### src/rtl/bus_arbiter_if.sv
// Fabric bundle between the requesting masters, the round-robin arbiter and the shared register slave.
// Handshake: a master holds m_valid (and its command) until it sees its one-cycle m_ready pulse; the slave completes an s_valid command by raising s_ready for one cycle.
interface bus_if #(
    parameter int NUM_MASTERS = 4,
    parameter int AW          = 16,
    parameter int DW          = 32
);
    logic [NUM_MASTERS-1:0]    m_valid;
    logic [NUM_MASTERS-1:0]    m_read;
    logic [NUM_MASTERS-1:0]    m_write;
    logic [NUM_MASTERS*AW-1:0] m_addr;
    logic [NUM_MASTERS*DW-1:0] m_wdata;
    logic [NUM_MASTERS-1:0]    m_ready;
    logic [NUM_MASTERS-1:0]    m_err;
    logic [DW-1:0]             m_rdata;
    logic [NUM_MASTERS-1:0]    grant;
    logic                      s_valid;
    logic                      s_read;
    logic                      s_write;
    logic [AW-1:0]             s_addr;
    logic [DW-1:0]             s_wdata;
    logic [DW-1:0]             s_rdata;
    logic                      s_ready;

    // slave: the arbiter itself; master: the requesters together with the register slave
    modport slave (
        input  m_valid, m_read, m_write, m_addr, m_wdata, s_rdata, s_ready,
        output m_ready, m_err, m_rdata, grant, s_valid, s_read, s_write, s_addr, s_wdata
    );
    modport master (
        output m_valid, m_read, m_write, m_addr, m_wdata, s_rdata, s_ready,
        input  m_ready, m_err, m_rdata, grant, s_valid, s_read, s_write, s_addr, s_wdata
    );
endinterface

### src/rtl/bus_arbiter.sv
// Round-robin arbiter/sequencer sharing one register slave between NUM_MASTERS requesters.
// One grant covers a whole transaction; out-of-region or malformed commands and slave timeouts end in an error response.
module bus_arbiter #(
    parameter int         NUM_MASTERS  = 4,
    parameter int         AW           = 16,
    parameter int         DW           = 32,
    parameter logic [3:0] SLAVE_REGION = 4'h0,
    parameter int         TIMEOUT      = 16
) (
    input  logic       clk,
    input  logic       rst_n,
    bus_if.slave       bus,
    output logic [1:0] dbg_state_o
);
    localparam int IW = (NUM_MASTERS > 1) ? $clog2(NUM_MASTERS) : 1;
    localparam int CW = $clog2(TIMEOUT);

    typedef enum logic [1:0] {
        IDLE   = 2'd0,
        ACCESS = 2'd1,
        RESP   = 2'd2
    } state_t;

    state_t                 state_q, state_d;
    logic [IW-1:0]          rr_ptr_q, rr_ptr_d;
    logic [IW-1:0]          gidx_q, gidx_d;
    logic [NUM_MASTERS-1:0] grant_q, grant_d;
    logic [AW-1:0]          addr_q, addr_d;
    logic [DW-1:0]          wdata_q, wdata_d;
    logic                   rd_q, rd_d;
    logic                   wr_q, wr_d;
    logic                   hit_q, hit_d;
    logic [CW-1:0]          cnt_q, cnt_d;
    logic [NUM_MASTERS-1:0] m_ready_q, m_ready_d;
    logic [NUM_MASTERS-1:0] m_err_q, m_err_d;
    logic [DW-1:0]          m_rdata_q, m_rdata_d;

    logic                   found;
    logic [IW-1:0]          win_idx;
    logic [IW:0]            cand;
    logic [AW-1:0]          win_addr;
    logic                   win_rd;
    logic                   win_wr;
    logic                   s_valid_w;

    // Rotating priority search: first requester at or after rr_ptr wins.
    always_comb begin
        found   = 1'b0;
        win_idx = '0;
        cand    = '0;
        for (int i = 0; i < NUM_MASTERS; i++) begin
            cand = {1'b0, rr_ptr_q} + (IW+1)'(i);
            if (cand >= (IW+1)'(NUM_MASTERS)) cand = cand - (IW+1)'(NUM_MASTERS);
            if (!found && bus.m_valid[cand[IW-1:0]]) begin
                found   = 1'b1;
                win_idx = cand[IW-1:0];
            end
        end
    end

    assign win_addr = bus.m_addr[int'(win_idx)*AW +: AW];
    assign win_rd   = bus.m_read[win_idx];
    assign win_wr   = bus.m_write[win_idx];

    always_comb begin
        state_d   = state_q;
        rr_ptr_d  = rr_ptr_q;
        gidx_d    = gidx_q;
        grant_d   = grant_q;
        addr_d    = addr_q;
        wdata_d   = wdata_q;
        rd_d      = rd_q;
        wr_d      = wr_q;
        hit_d     = hit_q;
        cnt_d     = cnt_q;
        m_ready_d = '0;
        m_err_d   = '0;
        m_rdata_d = m_rdata_q;
        case (state_q)
            IDLE: begin
                if (found) begin
                    grant_d = {{(NUM_MASTERS-1){1'b0}}, 1'b1} << win_idx;
                    gidx_d  = win_idx;
                    addr_d  = win_addr;
                    wdata_d = bus.m_wdata[int'(win_idx)*DW +: DW];
                    rd_d    = win_rd;
                    wr_d    = win_wr;
                    // A command that is neither a pure read nor a pure write never reaches the slave.
                    hit_d   = (win_rd ^ win_wr) && (win_addr[AW-1:AW-4] == SLAVE_REGION);
                    cnt_d   = '0;
                    state_d = ACCESS;
                end
            end
            ACCESS: begin
                if (!hit_q) begin
                    m_ready_d = grant_q;
                    m_err_d   = grant_q;
                    m_rdata_d = '0;
                    state_d   = RESP;
                end else if (bus.s_ready) begin
                    m_ready_d = grant_q;
                    m_rdata_d = rd_q ? bus.s_rdata : '0;
                    state_d   = RESP;
                end else if (cnt_q == CW'(TIMEOUT-1)) begin
                    m_ready_d = grant_q;
                    m_err_d   = grant_q;
                    m_rdata_d = '0;
                    state_d   = RESP;
                end else begin
                    cnt_d = cnt_q + 1'b1;
                end
            end
            RESP: begin
                rr_ptr_d = (gidx_q == IW'(NUM_MASTERS-1)) ? '0 : gidx_q + 1'b1;
                grant_d  = '0;
                cnt_d    = '0;
                state_d  = IDLE;
            end
            default: state_d = IDLE;
        endcase
    end

    always_ff @(posedge clk or negedge rst_n) begin
        if (!rst_n) begin
            state_q   <= IDLE;
            rr_ptr_q  <= '0;
            gidx_q    <= '0;
            grant_q   <= '0;
            addr_q    <= '0;
            wdata_q   <= '0;
            rd_q      <= 1'b0;
            wr_q      <= 1'b0;
            hit_q     <= 1'b0;
            cnt_q     <= '0;
            m_ready_q <= '0;
            m_err_q   <= '0;
            m_rdata_q <= '0;
        end else begin
            state_q   <= state_d;
            rr_ptr_q  <= rr_ptr_d;
            gidx_q    <= gidx_d;
            grant_q   <= grant_d;
            addr_q    <= addr_d;
            wdata_q   <= wdata_d;
            rd_q      <= rd_d;
            wr_q      <= wr_d;
            hit_q     <= hit_d;
            cnt_q     <= cnt_d;
            m_ready_q <= m_ready_d;
            m_err_q   <= m_err_d;
            m_rdata_q <= m_rdata_d;
        end
    end

    assign s_valid_w   = (state_q == ACCESS) && hit_q;
    assign bus.s_valid = s_valid_w;
    assign bus.s_read  = s_valid_w & rd_q;
    assign bus.s_write = s_valid_w & wr_q;
    assign bus.s_addr  = addr_q;
    assign bus.s_wdata = wdata_q;
    assign bus.grant   = grant_q;
    assign bus.m_ready = m_ready_q;
    assign bus.m_err   = m_err_q;
    assign bus.m_rdata = m_rdata_q;
    assign dbg_state_o = state_q;
endmodule

### src/flat_wrapper.sv
// flat-port wrapper written by rule: the top's interface ports become plain ports
module bus_arbiter_flat 
#(
    parameter int         NUM_MASTERS  = 4,
    parameter int         AW           = 16,
    parameter int         DW           = 32,
    parameter logic [3:0] SLAVE_REGION = 4'h0,
    parameter int         TIMEOUT      = 16
)
  (clk, rst_n, dbg_state_o, bus_m_valid, bus_m_read, bus_m_write, bus_m_addr, bus_m_wdata, bus_s_rdata, bus_s_ready, bus_m_ready, bus_m_err, bus_m_rdata, bus_grant, bus_s_valid, bus_s_read, bus_s_write, bus_s_addr, bus_s_wdata);
  bus_if #(.NUM_MASTERS(NUM_MASTERS), .AW(AW), .DW(DW)) bus_i ();
  input  logic clk;
  input  logic rst_n;
  output logic [1:0] dbg_state_o;
  input wire logic [$bits(bus_i.m_valid)-1:0] bus_m_valid;
  input wire logic [$bits(bus_i.m_read)-1:0] bus_m_read;
  input wire logic [$bits(bus_i.m_write)-1:0] bus_m_write;
  input wire logic [$bits(bus_i.m_addr)-1:0] bus_m_addr;
  input wire logic [$bits(bus_i.m_wdata)-1:0] bus_m_wdata;
  input wire logic [$bits(bus_i.s_rdata)-1:0] bus_s_rdata;
  input wire logic [$bits(bus_i.s_ready)-1:0] bus_s_ready;
  output wire logic [$bits(bus_i.m_ready)-1:0] bus_m_ready;
  output wire logic [$bits(bus_i.m_err)-1:0] bus_m_err;
  output wire logic [$bits(bus_i.m_rdata)-1:0] bus_m_rdata;
  output wire logic [$bits(bus_i.grant)-1:0] bus_grant;
  output wire logic [$bits(bus_i.s_valid)-1:0] bus_s_valid;
  output wire logic [$bits(bus_i.s_read)-1:0] bus_s_read;
  output wire logic [$bits(bus_i.s_write)-1:0] bus_s_write;
  output wire logic [$bits(bus_i.s_addr)-1:0] bus_s_addr;
  output wire logic [$bits(bus_i.s_wdata)-1:0] bus_s_wdata;
  assign bus_i.m_valid = bus_m_valid;
  assign bus_i.m_read = bus_m_read;
  assign bus_i.m_write = bus_m_write;
  assign bus_i.m_addr = bus_m_addr;
  assign bus_i.m_wdata = bus_m_wdata;
  assign bus_i.s_rdata = bus_s_rdata;
  assign bus_i.s_ready = bus_s_ready;
  assign bus_m_ready = bus_i.m_ready;
  assign bus_m_err = bus_i.m_err;
  assign bus_m_rdata = bus_i.m_rdata;
  assign bus_grant = bus_i.grant;
  assign bus_s_valid = bus_i.s_valid;
  assign bus_s_read = bus_i.s_read;
  assign bus_s_write = bus_i.s_write;
  assign bus_s_addr = bus_i.s_addr;
  assign bus_s_wdata = bus_i.s_wdata;
  bus_arbiter #(.NUM_MASTERS(NUM_MASTERS), .AW(AW), .DW(DW), .SLAVE_REGION(SLAVE_REGION), .TIMEOUT(TIMEOUT)) u_core (.clk(clk), .rst_n(rst_n), .bus(bus_i), .dbg_state_o(dbg_state_o));
endmodule
### config.mk
export PLATFORM = sky130hd
export DESIGN_NAME = bus_arbiter_flat
export DESIGN_NICKNAME = d
export VERILOG_FILES = /design/src/rtl/bus_arbiter_if.sv /design/src/rtl/bus_arbiter.sv /design/src/flat_wrapper.sv
export SDC_FILE = /design/constraint.sdc
export NUM_CORES = 1
export LEC_CHECK = 0
export CORE_MARGIN = 5
export CORE_UTILIZATION = 34
export CTS_CLUSTER_SIZE = 14
export DETAILED_ROUTE_END_ITERATION = 6
export GPL_ROUTABILITY_DRIVEN = 1
export GPL_TIMING_DRIVEN = 0
export PLACE_DENSITY = 0.78
export SLEW_MARGIN = 20
export SYNTH_ARGS = -nofsm -noshare
export SYNTH_HDL_FRONTEND = slang
export SYNTH_SLANG_ARGS = --single-unit
### constraint.sdc
create_clock -name clk -period 1.9 [get_ports clk]
set_input_delay 0.285 -clock clk [delete_from_list [all_inputs] [get_ports clk]]
set_output_delay 0.285 -clock clk [all_outputs]
set_load 0.005 [all_outputs]
Word-level counts from Yosys, hierarchy flattened

Index checks and enable logic that the tools add are counted.

$add $sub $neg: 9
Magnitude comparators: 9
Eq/ne operators: 10
Shifts and indexed selects: 3
Mux-type cells: 48
Bitwise logic cells: 3
Reductions and logical operators: 17

Operators by type and width:

| kind                                                   | count |
|---|---|
| two-way mux 32 bit                                     | 4 |
| indexed part select 128 x 8 -> 32 bit                  | 1 |
| indexed part select 64 x 7 -> 16 bit                   | 1 |
| two-way mux 4 bit                                      | 12 |
| two-way mux 2 bit                                      | 13 |
| < comparator 2 x 3 -> 1 bit (second input constant)    | 5 |
| binary-select mux 1 bit (select 2 bit)                 | 6 |
| one-hot mux 4 bit (3 select lines)                     | 1 |
| two-way mux 1 bit                                      | 10 |
| >= comparator 3 bit (second input constant)            | 3 |
| one-hot mux 4 bit (2 select lines)                     | 1 |
| AND reduction 2 bit                                    | 4 |
| subtractor 2 x 1 -> 2 bit (second input constant)      | 4 |
| adder 2 x 2 -> 3 bit (second input constant)           | 2 |
| logical AND 1 bit                                      | 5 |
| AND reduction 5 bit                                    | 1 |
| adder 4 x 1 -> 4 bit (second input constant)           | 1 |
| equality test 2 bit (second input constant)            | 2 |
| equality test 4 bit (second input constant)            | 1 |
| zero test 4 bit                                        | 1 |
| inequality test 2 x 1 -> 1 bit (second input constant) | 2 |
| inequality test 2 bit (second input constant)          | 2 |
| inequality test 4 bit (second input constant)          | 1 |
| one-hot mux 2 bit (2 select lines)                     | 1 |
| other kinds (12)                                       | 15 |

Bits in registers: 105
Input port bits: 239
Output and inout bits: 97
Logic and storage cells: 112

Depth between registers and ports, before layout

Word-level depth: 18
Gate-level depth with buffers: 10
Depth with buffers taken out: 7

Least setup slack after synthesis

No wires, ideal clock.

Path kind: register to register
From: register u_core.rr_ptr_q[0]
To: register u_core.wdata_q[25] (netlist: u_core.bus.s_wdata[25])
Setup time: 135 ps
Arrival: 1,756 ps
Required time: 1,765 ps
Setup slack: 9 ps
Stages on the path, launching flop included: 10
Buffers on the path: 2
Period minus slack after synthesis: 1,891 ps
Path through: dfrtp_1 nor2b_1 o21ai_1 o21ai_1 nor2_2 buf_2 clkbuf_1 a21oi_1 a221oi_1 o21ai_0

Cells in the longest elaborated chain, start to end: 15
Elaborated cells between the ends (all ways): 39
Those cells by class: add/sub: 7; order compare: 4; shift: 1; mux: 20; reduce/logical: 7

Ends and longest elaborated chain:

| what                                                                          | RTL line           | text |
|---|---|---|
| start: declaration                                                            | bus_arbiter.sv:25  | `logic [IW-1:0] rr_ptr_q, rr_ptr_d;` |
| start signal: assignment                                                      | bus_arbiter.sv:140 | `rr_ptr_q <= rr_ptr_d;` |
| parallel branches: the longest is 15 deep, another holds adder 2 x 1 -> 3 bit | n/a                |  |
| end signal: assignment                                                        | bus_arbiter.sv:144 | `wdata_q <= wdata_d;` |
| end: declaration                                                              | bus_arbiter.sv:29  | `logic [DW-1:0] wdata_q, wdata_d;` |

Several ways; the timed one is not identified. The select of a mux whose other input is x is not followed.
A chain may end at the register's enable or synchronous reset.

Worst setup path in the final report

From: register u_core.rr_ptr_q[0]
To: register u_core.addr_q[9] (netlist: u_core.bus.s_addr[9])

Cells in the longest elaborated chain, start to end: 15
Elaborated cells between the ends (all ways): 39
Those cells by class: add/sub: 7; order compare: 4; shift: 1; mux: 20; reduce/logical: 7

Ends and longest elaborated chain:

| what                                                                          | RTL line           | text |
|---|---|---|
| parallel branches: the longest is 15 deep, another holds adder 2 x 1 -> 3 bit | n/a                |  |
| end signal: assignment                                                        | bus_arbiter.sv:143 | `addr_q <= addr_d;` |
| end: declaration                                                              | bus_arbiter.sv:28  | `logic [AW-1:0] addr_q, addr_d;` |

Several ways; the timed one is not identified. The select of a mux whose other input is x is not followed.

==> results.py <==
metrics = {
    "outcome": {
        "status": "finished with violations",
        "violations": "negative setup slack",
    },
    "worst_setup_path": {
        "criticalPathCategory": "reg -> reg",
        "r2r_start": "u_core.rr_ptr_q[0]",
        "rrSetupSlack_ns": -0.08,
        "path_max_fanout": 10,
        "rr_worst_depth": 10,
        "end_kind": "flip-flop",
        "cp.required_ns": 2.13,
        "r2r-end": "u_core.bus.s_addr[9]",
        "start_kind": "flip-flop",
        "cp.arrival_ns": 2.20,
    },
    "clock_network": {
        "htree_num_levels": 3,
        "cts_buffer_depth": 2,
        "cts_sinks": 105,
        "cts_root_buf": "clkbuf_16",
        "path_clk_slew_ns": 0.08,
        "cts_tree": "built",
        "cts_made_buffers": 9,
        "insertion_delay_ns": 0.35,
    },
    "floorplanning": {
        "core_area_sq_mm": 0.01577,
        "io_pins": 336,
        "die_w_um": 136.5,
        "std_cell_rows": 46,
        "die_h_um": 136.5,
        "die_area_sq_mm": 0.01864,
        "start_util_pct": 34.51,
    },
    "synthesis": {
        "syn_area_per_cell_sq_um": 7.934,
        "syn_nets": 927,
        "synth_flop_cell": "dfrtp_1",
        "synth_area_leaders": "dfrtp_1 (48%), nand2_1 (19%), o21ai_0 (7.2%)",
        "synth-edff-count": 0,
        "synthArstFlopShare_pct": 100.0,
        "synth_cells": 686,
        "synth_common_cells": "nand2_1 (274), dfrtp_1 (105), o21ai_0 (78), nand3_1 (41), clkbuf_1 (33)",
        "yosys.cell_count.top_type": "nand2_1",
        "yosys_warnings": 0,
        "seq_area_frac_synth_pct": 48.28,
        "synth_cell_types": 39,
        "synth_top_cell_by_area": "dfrtp_1",
        "ys_ff_latch": 105,
        "synth_top_cell_area_share_pct": 48.28,
        "syn_area_sq_mm": 0.005443,
    },
    "power": {
        "p_sw_mw": 4.953,
        "intPower_mw": 7.490,
        "peakVddDrop_uv": 608.1,
        "p_per_area_mw_per_mm2": 1248,
        "p_leak_nw": 4.315,
        "p_sw_share_pct": 39.80,
        "pwr-share-comb_pct": 57.3,
        "fin_total_pwr_mw": 12.44,
        "pwr-share-clk_pct": 15.9,
        "seq_power_share_pct": 26.9,
    },
    "placed_design": {
        "gp_congestion": 0.8732,
        "dp.cells": 1238,
        "dp_slack_ns": -1.320,
        "placed_area_sq_mm": 0.009095,
        "io_buffers": 335,
        "hpwlAfterDp_mm": 18.41,
    },
    "global_routing": {
        "grt_pass1_wl_mm": 34.07,
        "grt_use_total_pct": 24.16,
        "grt_pass1_vias": 6252,
        "grt_start_max_net_pins": 55,
        "overflow": 0,
        "grt_antenna_before_repair": 4,
    },
    "sta": {
        "hold_viol": 0,
        "finalSetupTns_ns": -0.2980,
        "hold_ws_ns": 0.4617,
        "final.setup_skew_ns": 0.01125,
        "fmax_mhz": 505.9,
        "maxSlewViolCount": 0,
        "rsz0062_at_grt": "yes",
        "worstMarginPinSlew_ns": 0.7473,
        "setup_violations": 11,
        "maxSlewHeadroom_pct": 50.18,
        "setup_ws_ns": -0.07681,
        "period_share_pct": 104.0,
        "finalCriticalPeriod_ns": 1.977,
    },
    "route": {
        "wirelength_mm": 23.35,
        "ant_nets": 0,
        "routed_via_density": 4.947,
        "drt_first_pass_iters": 4,
        "wl_per_cell_um": 18.37,
        "drc": 0,
        "drtIter0Drc": 247,
        "num_vias": 6288,
    },
    "finish": {
        "syn2layout_area_growth_pct": 83.15,
        "fin_nets": 1289,
        "drive_gt1_share_pct": 11.68,
        "postLayoutCellArea_sq_mm": 0.009968,
        "stdcell_count": 1271,
        "fill_cells": 1421,
        "finish.utilization_pct": 63.21,
    },
    "job": {
        "cap_violations": 0,
    },
    "hold_path": {
        "hold_class": "in -> async",
    },
}
[critical path, cell delays in order (launching register included)]
cell and delay (ns):
dfrtp_2 0.42, nor2b_2 0.06, a211o_1 0.30, o21a_1 0.12, buf_6 0.14, buf_12 0.15, buf_12 0.15, nand2_4 0.07
a21oi_2 0.05, a221oi_2 0.28, o21ai_1 0.12
[per-layer routing]
metal / wire length (um) / vias up / track usage, %
li1: - / 3053 / -
met1: 8598 / 2910 / 27.23
met2: 11850 / 277 / 41.98
met3: 2133 / 44 / 6.875
met4: 746 / 4 / 11.59
met5: 21 / - / 0
[power by group through the flow]
stage | sequential (mW) | combinational (mW) | clock (mW)
after CTS | 3.34 | 6.82 | 2.01
after detailed placement | 3.40 | 6.07 | 0
after global routing | 3.42 | 7.73 | 2.11
final | 3.34 | 7.12 | 1.98
after floorplan | 3.39 | 2.91 | 0
after global placement | 3.38 | 6.01 | 0
[registers in the layout (all words and copies together), names as in the netlist]
| signal | cells |
|---|---|
| u_core.bus.m_rdata | 32 |
| u_core.wr_q | 1 |
| u_core.bus.m_ready | 4 |
| u_core.hit_q | 1 |
| u_core.dbg_state_o | 2 |
| u_core.gidx_q | 2 |
| u_core.bus.s_addr | 16 |
| u_core.bus.m_err | 4 |
| u_core.bus.grant | 4 |
| u_core.rr_ptr_q | 2 |
| u_core.bus.s_wdata | 32 |
| u_core.cnt_q | 4 |
| u_core.rd_q | 1 |
[worst max-delay path by stage]
stage / startpoint / end / slack (ns) / cells after the start
global route: u_core.rr_ptr_q[0] / u_core.bus.s_addr[1] / -0.15 / 9
global placement: rst_n / u_core.bus.s_wdata[14] / -3.53 / 1
detailed placement: bus_m_valid[0] / u_core.bus.s_wdata[26] / -1.32 / 10
floorplan: u_core.rr_ptr_q[0] / u_core.bus.s_wdata[25] / 0.009 / 9
finish: u_core.rr_ptr_q[0] / u_core.bus.s_addr[9] / -0.08 / 10
CTS: u_core.rr_ptr_q[1] / u_core.bus.s_addr[9] / -0.03 / 10
[cells in the final DEF (no fill, tap or decap), types with 5 or more instances in the layout]
cell and count:
o21ai_0 56, and2_1 5, o21ai_1 29, and3_1 11
buf_6 6, a221oi_1 10, clkdlybuf4s50_1 327, a21oi_1 22
nand2_2 8, clkbuf_16 9, nand3_1 41, clkbuf_1 10
nand2_1 265, dfrtp_1 102, buf_2 5, a21oi_2 6
clkbuf_4 12, mux2i_1 13, a221oi_2 14, dlygate4sd2_1 7
buf_4 17, clkbuf_2 7
[logic make-up after synthesis]
group,count (synthesis),synth area share [%]
simple gates,349,26.53
compound gates,153,16.55
flops,105,48.28
buf+inv,55,4.092
mux,19,3.609
xor+xnor,3,0.4828
fa+ha+maj,2,0.4597
[what timing repair did]
item | 4_1_cts | 5_1_grt
buffers inserted | 11 | 5
endpoints found under the setup margin | 94 | 80
pin swaps | 6 | 5
hold endpoints to repair | 51 | 0
cloned | 1 | 0
hold buffers | 1 | 0
resized for setup | 100 | 62
[area by class of cell]
| type | count | area (sq um) | share of cell area [%] |
|---|---|---|---|
| tap | 216 | 270.3 | 2.711 |
| inverter | 4 | 15.01 | 0.1506 |
| clock inverter | 6 | 75.07 | 0.7531 |
| antenna | 2 | 5.005 | 0.05021 |
| multi-input combinational | 526 | 2814 | 28.23 |
| buffer | 48 | 375.4 | 3.766 |
| clock buffer | 10 | 239.0 | 2.397 |
| timing repair buffer | 354 | 3543 | 35.55 |
| sequential | 105 | 2631 | 26.40 |
No activity file was read; power rests on OpenSTA's default activity.
